## src/rtl/sync_up_counter_ctrl.sv

```systemverilog
// ============================================================================
//  Module      : sync_up_counter_ctrl
//  Description : Loadable up counter with a programmable terminal value and an
//                IDLE/RUN/DONE run-control FSM. It counts from d toward limit,
//                pulses tc for one clock on the terminal count, then either
//                stops in DONE (one-shot) or reloads d and keeps running (wrap).
//                Optional macro COUNTER_PRESCALE_EN adds a clock prescaler so
//                that a count step happens only once every PRESCALE clocks.
//  Revision    : 1.0 - initial release
// ============================================================================
`default_nettype none

module sync_up_counter_ctrl #(
    parameter int WIDTH    = 4,
    parameter int PRESCALE = 4
) (
    input  logic             clk,
    input  logic             rst,     // asynchronous, active low
    input  logic [WIDTH-1:0] d,
    input  logic [WIDTH-1:0] limit,
    input  logic             load,
    input  logic             start,
    input  logic             stop,
    input  logic             mode,    // 0 = one-shot, 1 = auto-reload
    output logic [WIDTH-1:0] q,
    output logic             tc,
    output logic             busy,
    output logic             done
);

    typedef enum logic [1:0] {
        ST_IDLE = 2'd0,
        ST_RUN  = 2'd1,
        ST_DONE = 2'd2
    } state_t;

    state_t           r_state;
    state_t           w_state_nxt;
    logic [WIDTH-1:0] r_q;
    logic [WIDTH-1:0] w_q_nxt;
    logic             r_tc;
    logic             w_tc_nxt;
    logic             w_step;      // this RUN edge may increment / compare

`ifdef COUNTER_PRESCALE_EN
    localparam int                 c_psc_w    = $clog2(PRESCALE);
    localparam logic [c_psc_w-1:0] c_psc_last = c_psc_w'(PRESCALE - 1);

    logic [c_psc_w-1:0] r_psc;
    logic [c_psc_w-1:0] w_psc_nxt;

    assign w_step = (r_psc == c_psc_last);

    // Prescaler advances only while running; every other case (load, stop,
    // idle, done, or a completed step) returns it to zero, which also gives
    // the clear on the IDLE->RUN edge.
    always_comb begin
        w_psc_nxt = '0;
        if (!load && (r_state == ST_RUN) && !stop && !w_step) begin
            w_psc_nxt = r_psc + 1'b1;
        end
    end

    // Prescaler register
    always_ff @(posedge clk or negedge rst) begin
        if (!rst) begin
            r_psc <= '0;
        end else begin
            r_psc <= w_psc_nxt;
        end
    end
`else
    logic w_unused_prescale;

    // Without the prescaler every RUN edge is a count step.
    assign w_step            = 1'b1;
    assign w_unused_prescale = (PRESCALE == 0);
`endif

    // Next-state, next-count and terminal-count decode; priority is
    // load > stop > start > count.
    always_comb begin
        w_state_nxt = r_state;
        w_q_nxt     = r_q;
        w_tc_nxt    = 1'b0;

        if (load) begin
            w_q_nxt     = d;
            w_state_nxt = ST_IDLE;
        end else begin
            case (r_state)
                ST_IDLE: begin
                    // stop beats start, so both high keeps us idle
                    if (start && !stop) begin
                        w_state_nxt = ST_RUN;
                    end
                end
                ST_RUN: begin
                    if (stop) begin
                        w_state_nxt = ST_IDLE;
                    end else if (w_step) begin
                        if (r_q == limit) begin
                            w_tc_nxt = 1'b1;
                            if (mode) begin
                                w_q_nxt = d;
                            end else begin
                                w_state_nxt = ST_DONE;
                            end
                        end else begin
                            // natural modulo 2^WIDTH roll-over
                            w_q_nxt = r_q + 1'b1;
                        end
                    end
                end
                ST_DONE: begin
                    // only load or reset leaves DONE
                    w_state_nxt = ST_DONE;
                end
                default: begin
                    w_state_nxt = ST_IDLE;
                end
            endcase
        end
    end

    // State, count and terminal-count registers
    always_ff @(posedge clk or negedge rst) begin
        if (!rst) begin
            r_state <= ST_IDLE;
            r_q     <= '0;
            r_tc    <= 1'b0;
        end else begin
            r_state <= w_state_nxt;
            r_q     <= w_q_nxt;
            r_tc    <= w_tc_nxt;
        end
    end

    assign q    = r_q;
    assign tc   = r_tc;
    assign busy = (r_state == ST_RUN);
    assign done = (r_state == ST_DONE);

endmodule

`default_nettype wire

```

## config.mk

```make
export PLATFORM = sky130hd
export DESIGN_NAME = sync_up_counter_ctrl
export DESIGN_NICKNAME = d
export VERILOG_FILES = /design/src/rtl/sync_up_counter_ctrl.sv
export SDC_FILE = /design/constraint.sdc
export NUM_CORES = 1
export LEC_CHECK = 0
export CAP_MARGIN = 10
export CORE_AREA = 4 4 41 43
export DETAILED_ROUTE_END_ITERATION = 8
export DIE_AREA = 0 0 45 47
export MAX_ROUTING_LAYER = met4
export PLACE_DENSITY = 0.79
export SETUP_SLACK_MARGIN = 0.4
export SLEW_MARGIN = 20
export SYNTH_ARGS = -nofsm -noshare
export SYNTH_HDL_FRONTEND = slang
export SYNTH_SLANG_ARGS = --single-unit
```

## constraint.sdc

```tcl
create_clock -name clk -period 1.75 [get_ports clk]
set_clock_uncertainty 0.05 [all_clocks]
set_input_delay 0.175 -clock clk [delete_from_list [all_inputs] [get_ports clk]]
set_output_delay 0.175 -clock clk [all_outputs]
set_load 0.02 [all_outputs]
```

# Word level (Yosys, flattened, before mapping)
# Index checks and enable logic that the tools add are counted.
# totals
ff_bits,7
input_bits,14
output_inout_bits,7
wordCells,33
# op_classes
n_addsub,1
eq_ne,8
mux,15
reduce_logical,6
# ops
op,n
4-bit 2-to-1 mux,5
2-bit 2-to-1 mux,5
"3-bit != test, second input constant",2
2-bit one-hot mux with 3 select lines,1
3-bit AND reduction,2
"4-bit by 1-bit adder with 4-bit output, second input constant",1
4-bit equality test,1
1-bit 2-to-1 mux,4
"4-bit by 3-bit != test with 1-bit output, second input constant",1
"4-bit != test, second input constant",1
"2-bit by 1-bit equality test with 1-bit output, second input constant",1
"2-bit equality test, second input constant",1
2-bit logical NOT,1
"2-bit != test, second input constant",1
2-bit nonzero test,1
1-bit logical AND,1
1-bit logical NOT,1

# Depth between registers and ports, before layout
# Gate-level depths: netlist of the first run.
# depth
word_depth,5
mapped_depth,6
depth_no_buf,5

# Worst setup path after synthesis of the first run
# OpenSTA, ideal clock, no wires.
# synth_timing
path_kind,flip-flop to flip-flop
from,register r_q[2] (netlist: q[2])
to,register r_q[3] (netlist: q[3])
arrival_time_ns,1.441
required_time_ns,1.574
setup_slack_ns,0.133
path_stages_with_launch,7
synth_period_minus_slack_ns,1.617
cell_sequence,dfrtp_1 -> xnor2_1 -> and4_4 -> buf_6 -> a31oi_4 -> inv_1 -> a221o_1
# synth_via
elab_chain_len,5
word_cells_on_any_way,8
classes_between,add/sub (1); eq/ne (2); mux (4); reduce/logical (1)
# synth_lines
item,line_no,text
"start, declared",39,logic [WIDTH-1:0] r_q;
"start signal, assigned",134,r_q <= w_q_nxt;
4-bit by 1-bit adder with 4-bit output or 4-bit equality test (tied branches),"111, 102",
4-bit 2-to-1 mux,102,if (r_q == limit) begin
4-bit 2-to-1 mux,99,if (stop) begin
4-bit 2-to-1 mux,91,case (r_state)
4-bit 2-to-1 mux,87,if (load) begin
# Several ways; a longest one is shown, not always the timed one. The select of a mux whose other input is x is not followed.
# A chain may end at the register's enable or synchronous reset.

# Final worst setup path of the first run
# Ends and elaborated chain as after synthesis.

==> metrics.txt, run 1 <==
status=completed; worst-case clock buffer depth=2; Row Count=13; count of state elements after synthesis=7; initial antenna violation count=0; fraction of the mapped netlist area in simple logic gates=22.3%; number of design-rule violations left by the first detailed-router iteration=14; cell types occupying the most area after synthesis=sky130_fd_sc_hd__dfrtp_1 35%, sky130_fd_sc_hd__xnor2_1 7.0%, sky130_fd_sc_hd__a31oi_4 4.3%; static leakage=0.380 nW; Area Overhead vs Synth=74.9%; Sequential Area=180 sq um; crit path capture type=register; flop2flop setup slack=0.27 ns; Worst Path Max Fanout=6; total negative slack for setup checks=0 ns; effective utilization at floorplan=38.4%; IO Port Bufs=20; area share of fa/ha/maj cells after synthesis=2.51%; fmax=0.676 GHz; final hold violation count=0; cell taking the most area after synthesis=sky130_fd_sc_hd__dfrtp_1; io pins=21; share of post-route cells with drive strength above 1=42.4%; antenna cell count=0; clock transition at the register clock pins on the worst setup and hold paths after CTS=0.05 ns; count of vias placed by the detailed router=543; crit path kind=register to register; top post-synthesis cells by count=7 x sky130_fd_sc_hd__dfrtp_1, 4 x sky130_fd_sc_hd__a21oi_1, 4 x sky130_fd_sc_hd__inv_1, 4 x sky130_fd_sc_hd__nor2_1, 4 x sky130_fd_sc_hd__xnor2_1; Yosys cell types=29; Netlist Area Pre-Place=499 sq um; Req. time, crit path=1.83 ns; routed wire length=1.46 mm; Compound-Gate Fraction of Synth Area=25.3%; pin slew with the least headroom to its limit=0.347 ns; Clock Sink Count=7; Power per Cell Area=671 mW/mm^2; setup repair after global routing missed its margin=true; maximum number of pins on one net before global-route repair=11; core footprint=0.00130 sq mm; total power consumption of the routed design=586 uW; share of synthesized area occupied by flip-flops and latches=35.1%; MaxCap Viol Count=0; Die Ht=47 um; Antenna Nets Post-Route=0; final routed DRC violation total=0; fraction of synthesized cell area taken by the top area cell type=35.1%; arrival time worst endpoint=1.56 ns; via count of the first global-routing pass=550; final setup violation count=0; number of buffers created by CTS=3; routability congestion estimate=0.740; largest family of logic cells by synthesized area=compound AO/OA/AOI/OAI gates; Avg Inst Size Synth=9.42 sq um; global-route wire length before repair=2.32 mm; post-synthesis async set-or-reset flop share=100%; Mapped Nets=68; H-tree Lvls=1; synthesized netlist cell count=53; prevailing post-synth register cell=sky130_fd_sc_hd__dfrtp_1; worst rel slew slack=76.6%; final standard cell utilization of the core=67.1%; multiplexer share of the synthesized area=0%; xor and xnor fraction of the mapped netlist area=8.77%; clock latency at the later pin of the worst-skew pair=0.25 ns; multi-input gate area in the final layout=378 sq um; most frequently used cell type in the post-synthesis netlist=sky130_fd_sc_hd__dfrtp_1; CTS tree=built; NumNets Final=101; detailed-routing iteration count for the pre-antenna-repair pass=4; number of vias per cell after detailed routing=5.43; Overall Global Routing Usage=16.0%; final period utilization=84.6%; pins over their slew limit=0; Yosys warnings=0; Post-synth EDFFs=0; horizontal extent of the die=45 um; Filler Cell Count=120; kind of start point of the critical path=register; Max VDD drop=0.531 mV; post-DP HPWL=1.04 mm; Die Outline Area=0.00212 sq mm; Hold/Removal Path Class=input pin to async pin; residual overflow from global routing=0; post-DR wirelength/cell=14.6 um; CTS Root Buffer Type=sky130_fd_sc_hd__clkbuf_4; crit path time final=1.48 ns
==> cell type report <==
type	count	area share [%]
Timing Repair Buffer	30	29.2
Inverter	4	1.72
Multi-Input combinational cell	40	43.3
Clock buffer	4	3.01
Tap cell	15	2.15
Sequential cell	7	20.6
==> logic make-up (layout without fill, tap and decap cells) <==
| kind of cell | count (synthesis) | after routing |
|---|---|---|
| buf+inv | 6 | 38 |
| simple gates | 18 | 18 |
| flops | 7 | 7 |
| compound gates | 16 | 16 |
| xor+xnor | 5 | 5 |
| fa+ha+maj | 1 | 1 |
==> flip-flops by register name, summed over array words and instances, names as in the netlist <==
name / flops
r_state: 2
tc: 1
q: 4
==> stage by stage <==
stage / worst slack (ns) / std cells / hold slack [ns] / area (sq um)
finish: 0.270 / 100 / 0.144 / 873
global route: 0.204 / 100 / 0.156 / 873
CTS: 0.277 / 99 / 0.146 / 865
detailed placement: 0.0432 / 90 / 0.420 / 768
global placement: 0.0795 / 90 / 0.417 / 768
floorplan: 0.200 / 53 / -0.171 / 534
==> timing repair <==
action,in CTS,in global routing
setup buffers,5,1
hold buffers,0,0
setup endpoints to repair,13,12
gates resized for setup,19,13
pin swaps,9,5
==> worst max-delay path, stage by stage (launching register included) <==
cell and delay, ns:
sky130_fd_sc_hd__dfrtp_2 0.42, sky130_fd_sc_hd__xnor2_2 0.15, sky130_fd_sc_hd__and4_4 0.23, sky130_fd_sc_hd__a31oi_4 0.17, sky130_fd_sc_hd__inv_1 0.06, sky130_fd_sc_hd__a221o_1 0.28
==> report_power, final <==
group          internal (mW)  leakage (nW)  switching, mW
combinational          0.127         0.281          0.118
sequential             0.179        0.0839         0.0160
clock                 0.0870        0.0150         0.0592
total                  0.393         0.380          0.194
==> cell usage in the layout, fill, tap and decap left out, types with 2 or more instances in the layout <==
master / instances
sky130_fd_sc_hd__a21oi_1: 3
sky130_fd_sc_hd__buf_4: 8
sky130_fd_sc_hd__buf_6: 2
sky130_fd_sc_hd__clkbuf_2: 4
sky130_fd_sc_hd__clkbuf_4: 3
sky130_fd_sc_hd__clkdlybuf4s50_1: 13
sky130_fd_sc_hd__dfrtp_1: 3
sky130_fd_sc_hd__dfrtp_2: 4
sky130_fd_sc_hd__dlygate4sd2_1: 2
sky130_fd_sc_hd__inv_1: 4
sky130_fd_sc_hd__nand2_1: 2
sky130_fd_sc_hd__nor2_1: 2
sky130_fd_sc_hd__nor2_4: 2
sky130_fd_sc_hd__nor2b_1: 2
sky130_fd_sc_hd__nor3_1: 2
sky130_fd_sc_hd__o21a_1: 2
sky130_fd_sc_hd__xnor2_2: 4
==> final timing paths <==
check                                        from                     end  cells after the start
setup / recovery                 q[2]$_DFFE_PN0P_        q[3]$_DFFE_PN0P_                      5
hold / removal                                rst  r_state[1]$_DFFE_PN0P_                      1
setup reg to reg                 q[2]$_DFFE_PN0P_        q[3]$_DFFE_PN0P_                      5
hold reg to reg            r_state[0]$_DFFE_PN0P_  r_state[0]$_DFFE_PN0P_                      1
max in group asynchronous                     rst        q[1]$_DFFE_PN0P_                      1
min in group clk                            start  r_state[0]$_DFFE_PN0P_                      2
==> routing by layer <==
| layer | share of wire [%] | routed length [um] | track usage (%) |
|---|---|---|---|
| met1 | 38 | 559 | 16.7 |
| met2 | 54 | 787 | 28.5 |
| met3 | 7.3 | 106 | 2.68 |
| met4 | 0.27 | 4 | 8.77 |
| met5 | 0 | 0 | - |
Note: power is estimated with default switching activity, not from simulation.
==> run 2: changes to the inputs <==
--- a/config.mk
+++ b/config.mk
@@ -6,9 +6,9 @@
 export NUM_CORES = 1
 export LEC_CHECK = 0
 export CAP_MARGIN = 10
-export CORE_AREA = 4 4 41 43
+export CORE_MARGIN = 4
+export CORE_UTILIZATION = 36
 export DETAILED_ROUTE_END_ITERATION = 8
-export DIE_AREA = 0 0 45 47
 export MAX_ROUTING_LAYER = met4
 export PLACE_DENSITY = 0.79
 export SETUP_SLACK_MARGIN = 0.4
==> constraint.sdc (replaced) <==
create_clock -name clk -period 1.2 [get_ports clk]
set_clock_uncertainty 0.05 [all_clocks]
set_input_delay 0.12 -clock clk [delete_from_list [all_inputs] [get_ports clk]]
set_output_delay 0.12 -clock clk [all_outputs]
set_load 0.02 [all_outputs]
==> run 2 against run 1 <==
Net effect: sequential share of layout area shrank 1.9 points; combinational power up 60%; cell count rose by 9.0%; non-clock buffer count grew 9; worst hold slack worse by 0.057 ns; cell area increased by 10%; sequential cell count unchanged; total power is 54% higher; critical path type unchanged; the run now ends with setup timing left.
==> metrics.txt, run 2 (synthesis results as in run 1) <==
post-DR wirelength/cell=13.7 um; count of vias placed by the detailed router=554; Worst Path Buf+Inv=1; effective utilization at floorplan=38.4%; CTS tree=built; kind of start point of the critical path=register; Clock Sink Count=7; Hold/Removal Path Class=input pin to async pin; number of vias per cell after detailed routing=5.08; horizontal extent of the die=45.2 um; final hold violation count=0; number of buffers created by CTS=3; violated checks=setup timing; worst setup slack before clock tree synthesis=-0.439 ns; H-tree Lvls=1; maximum number of pins on one net before global-route repair=11; kind of cell adding the most delay to the critical path=flip-flops; Sequential Area=180 sq um; flip-flop count of the largest register, all copies and words added=4; Overall Global Routing Usage=15.6%; via count of the first global-routing pass=535; worst rel slew slack=76.9%; pin slew with the least headroom to its limit=0.345 ns; commonest cells after routing, fill and taps aside=16 x sky130_fd_sc_hd__buf_4, 13 x sky130_fd_sc_hd__clkdlybuf4s50_1, 10 x sky130_fd_sc_hd__buf_6; Req. time, crit path=1.27 ns; crit path kind=register to register; MaxCap Viol Count=0; arrival time worst endpoint=1.52 ns; total power consumption of the routed design=900 uW; core footprint=0.00130 sq mm; worst-path cell with the longest stage delay=sky130_fd_sc_hd__dfrtp_1; residual overflow from global routing=0; status=finished with violations; routability congestion estimate=0.750; crit path capture type=register; CTS Root Buffer Type=sky130_fd_sc_hd__clkbuf_4; post-DP HPWL=1.07 mm; multi-input gate area in the final layout=359 sq um; NumNets Final=110; PnR worst setup slack=-0.254 ns; final setup violation count=8; Row Count=13; io pins=21; number of design-rule violations left by the first detailed-router iteration=7; static leakage=0.431 nW; Die Outline Area=0.00205 sq mm; clock transition at the register clock pins on the worst setup and hold paths after CTS=0.06 ns; Power per Cell Area=936 mW/mm^2; fmax=0.688 GHz; final period utilization=121%; setup repair after global routing missed its margin=true; initial antenna violation count=0; Max VDD drop=0.575 mV; antenna cell count=0; pins over their slew limit=0; Die Ht=45.2 um; slowest stage delay, CP=0.42 ns; clock latency at the later pin of the worst-skew pair=0.25 ns; routed wire length=1.49 mm; commonest non-fill, non-tap cell in the layout=sky130_fd_sc_hd__buf_4; final routed DRC violation total=0; worst-case clock buffer depth=2; global-route wire length before repair=2.26 mm; IO Port Bufs=20; Antenna Nets Post-Route=0; total negative slack for setup checks=-1.46 ns; Filler Cell Count=104; share of post-route cells with drive strength above 1=50.0%; crit path time final=1.45 ns; hold-fix buffer count after cts=0; Area Overhead vs Synth=92.7%; Worst Path Max Fanout=4; cell chain of the critical path=nor3b_4 > buf_6 > nand3_1 > o21a_1 > o21ai_0 > a21oi_1; detailed-routing iteration count for the pre-antenna-repair pass=4
-- run 2: cell count changes in the layout (fill, tap and decap cells not counted), sizes merged --
| cell | before | now |
|---|---|---|
| buf | 11 | 26 |
| dlygate4sd2 | 2 | 0 |
| clkbuf | 8 | 4 |
-- run 2: layout make-up --
class | count | area share, %
Clock buffer | 4 | 2.73
Inverter | 4 | 1.56
Multi-Input combinational cell | 40 | 37.3
Sequential cell | 7 | 18.7
Tap cell | 15 | 1.95
Timing Repair Buffer | 39 | 37.7
-- run 2: path summary, 6_finish.rpt --
kind	endpoint	from	slack, ns	cells past startpoint
worst min register to register	q[3]$_DFFE_PN0P_	q[3]$_DFFE_PN0P_	0.62	2
worst max-delay path	q[2]$_DFFE_PN0P_	r_state[1]$_DFFE_PN0P_	-0.25	6
max in group asynchronous	q[2]$_DFFE_PN0P_	rst	0.74	1
worst max register to register	q[2]$_DFFE_PN0P_	r_state[1]$_DFFE_PN0P_	-0.25	6
min in group clk	r_state[0]$_DFFE_PN0P_	start	0.43	2
worst min-delay path	r_state[0]$_DFFE_PN0P_	rst	0.09	1
-- run 2: power by group --
part / internal, mW / switching, mW
clock: 0.128 / 0.0978
combinational: 0.225 / 0.167
sequential: 0.260 / 0.0227
-- run 2: what timing repair did --
item | CTS | global route
setup buffers | 2 | 5
pin swaps | 5 | 2
endpoints found under the setup margin | 14 | 14
resized for setup | 43 | 10
-- run 2: stage by stage --
step	instance area, sq um	utilization, %	std cells	hold WS, ns
after floorplan	539	-	53	-0.226
after global placement	833	64.0	98	0.362
after detailed placement	833	64.0	98	0.369
after CTS	888	68.3	104	0.0956
after global routing	962	73.9	109	0.109
final	962	73.9	109	0.0874
-- run 2: metal layers --
layer  global-route usage (%)  vias to the layer above  wire length [um]
met3                     2.79                        0                91
met4                     5.26                        0                 0
met1                     16.7                      260               542
li1                         -                      278                 -
met2                     28.2                       16               854
met5                        -                        -                 0
==> run 3: changes to the inputs <==
--- a/config.mk
+++ b/config.mk
@@ -9,9 +9,10 @@
 export CORE_MARGIN = 4
 export CORE_UTILIZATION = 36
 export DETAILED_ROUTE_END_ITERATION = 8
+export GPL_ROUTABILITY_DRIVEN = 0
 export MAX_ROUTING_LAYER = met4
-export PLACE_DENSITY = 0.79
-export SETUP_SLACK_MARGIN = 0.4
+export PLACE_DENSITY_LB_ADDON = 0.1
+export SETUP_SLACK_MARGIN = 0.2
 export SLEW_MARGIN = 20
 export SYNTH_ARGS = -nofsm -noshare
 export SYNTH_HDL_FRONTEND = slang
==> run 3 against run 2 <==
Net effect: the flow still finishes with violations (setup timing); critical path depth decreased by 2; cell area decreased by 0.26%; sequential power about the same; core utilization fell by 0.19 points; largest cell class unchanged; highest routed layer is now met4.
==> metrics.txt, run 3 (synthesis results as in run 1) <==
Max VDD drop=0.707 mV; static leakage=0.429 nW; clock latency at the later pin of the worst-skew pair=0.25 ns; clock transition at the register clock pins on the worst setup and hold paths after CTS=0.05 ns; effective utilization at floorplan=38.4%; kind of start point of the critical path=register; worst rel slew slack=77.2%; final routed DRC violation total=0; fmax=0.664 GHz; number of design-rule violations left by the first detailed-router iteration=6; CTS Root Buffer Type=sky130_fd_sc_hd__clkbuf_4; final hold violation count=0; Req. time, crit path=1.28 ns; sum of met3 wire segment lengths after detailed routing=110 um; cell chain of the critical path=nor3b_4 > o21ai_2 > nor2b_2 > a221o_1; crit path kind=register to register; NumNets Final=111; global-route wire length before repair=2.58 mm; final setup violation count=9; horizontal extent of the die=45.2 um; crit path capture type=register; Power per Cell Area=932 mW/mm^2; max layer used=met4; post-DP HPWL=1.17 mm; Overall Global Routing Usage=19.1%; Die Outline Area=0.00205 sq mm; crit path time final=1.50 ns; maximum number of pins on one net before global-route repair=11; Antenna Nets Post-Route=0; antenna cell count=0; Row Count=13; pin slew with the least headroom to its limit=0.340 ns; Hold/Removal Path Class=input pin to async pin; status=finished with violations; flip-flop count of the largest register, all copies and words added=4; worst-case clock buffer depth=2; commonest non-fill, non-tap cell in the layout=sky130_fd_sc_hd__buf_4; violated checks=setup timing; hold-fix buffer count after cts=0; worst setup slack before clock tree synthesis=-0.438 ns; core footprint=0.00130 sq mm; Worst Path Max Fanout=4; wire length on met2=956 um; wire length the detailed router placed on met1=724 um; via count of the first global-routing pass=550; CTS tree=built; Die Ht=45.2 um; Area Overhead vs Synth=92.2%; PnR worst setup slack=-0.305 ns; initial antenna violation count=0; IO Port Bufs=20; io pins=21; routed wire length=1.85 mm; Clock Sink Count=7; commonest cells after routing, fill and taps aside=18 x sky130_fd_sc_hd__buf_4, 13 x sky130_fd_sc_hd__clkdlybuf4s50_1, 8 x sky130_fd_sc_hd__buf_6; post-DR wirelength/cell=16.8 um; worst-path cell with the longest stage delay=sky130_fd_sc_hd__dfrtp_2; total power consumption of the routed design=894 uW; H-tree Lvls=1; pins over their slew limit=0; slowest stage delay, CP=0.43 ns; final period utilization=125%; residual overflow from global routing=0; detailed-routing iteration count for the pre-antenna-repair pass=4; count of vias placed by the detailed router=586; share of post-route cells with drive strength above 1=51.6%; arrival time worst endpoint=1.59 ns; number of buffers created by CTS=3; MaxCap Viol Count=0; Filler Cell Count=108; number of vias per cell after detailed routing=5.33; setup repair after global routing missed its margin=true
-- run 3: cell count changes in the layout (fill, tap and decap cells not counted) --
cell and delta:
sky130_fd_sc_hd__nor2b_4 -2, sky130_fd_sc_hd__buf_4 +2, sky130_fd_sc_hd__buf_6 -2, sky130_fd_sc_hd__o22ai_1 -1, sky130_fd_sc_hd__dfrtp_1 -1, sky130_fd_sc_hd__buf_2 +1
sky130_fd_sc_hd__nor2b_1 +1, sky130_fd_sc_hd__o22ai_2 +1, sky130_fd_sc_hd__nor2_2 -1, sky130_fd_sc_hd__nor2b_2 +1, sky130_fd_sc_hd__dfrtp_2 +1, sky130_fd_sc_hd__nor2_4 +1
-- run 3: what timing repair did --
action | CTS | global route
resized for setup | 45 | 7
pin swaps | 9 | 2
cloned | 0 | 0
buffers inserted | 4 | 3
setup endpoints to repair | 14 | 13
-- run 3: final timing paths --
path	start	end	slack, ns	cells after the start
worst min-delay path	rst	tc$_DFF_PN0_	0.08	1
min in group clk	start	r_state[0]$_DFFE_PN0P_	0.46	2
max in group asynchronous	rst	q[2]$_DFFE_PN0P_	0.74	1
worst min register to register	q[3]$_DFFE_PN0P_	q[3]$_DFFE_PN0P_	0.63	2
worst max-delay path	r_state[1]$_DFFE_PN0P_	q[3]$_DFFE_PN0P_	-0.30	4
worst max register to register	r_state[1]$_DFFE_PN0P_	q[3]$_DFFE_PN0P_	-0.30	4
-- run 3: area by class of cell --
cell class / count / area [sq um] / share of cell area [%]
clock buffers: 4 / 26.3 / 2.74
well taps: 15 / 18.8 / 1.96
multi-input cells: 40 / 358 / 37.3
inverters: 4 / 15.0 / 1.56
repair buffers: 40 / 360 / 37.5
flip-flops and latches: 7 / 181 / 18.9
-- run 3: report_power, final --
group	internal [mW]	leakage, nW	switching (mW)	total [mW]
sequential	0.261	0.0822	0.0234	0.284
combinational	0.218	0.332	0.178	0.396
clock	0.127	0.0150	0.0868	0.214
total	0.606	0.429	0.288	0.894
-- run 3: layer usage --
layer	GRT usage, %	up-vias
met5	-	-
met4	8.77	0
met3	6.77	8
met2	31.6	25
met1	20.0	273
li1	-	280
-- run 3: per-stage QoR --
stage          instances  hold slack, ns  util, %  TNS (ns)  area (sq um)
2_1_floorplan         53          -0.226        -     -1.06           534
3_3_place_gp          99           0.369     64.2     -2.77           836
3_5_place_dp          99           0.372     64.2     -2.95           836
4_1_cts              107          0.0972     70.2     -1.15           913
5_1_grt              110          0.0972     73.8     -2.14           960
6_report             110          0.0847     73.8     -1.65           960
-- run 3: worst max-delay path, delay by kind of cell, from the launching register on --
kind	cells	cell delay, ns
DFF	1	0.43
AOI/OAI and AO/OA	2	0.42
and+or+nand+nor	2	0.49
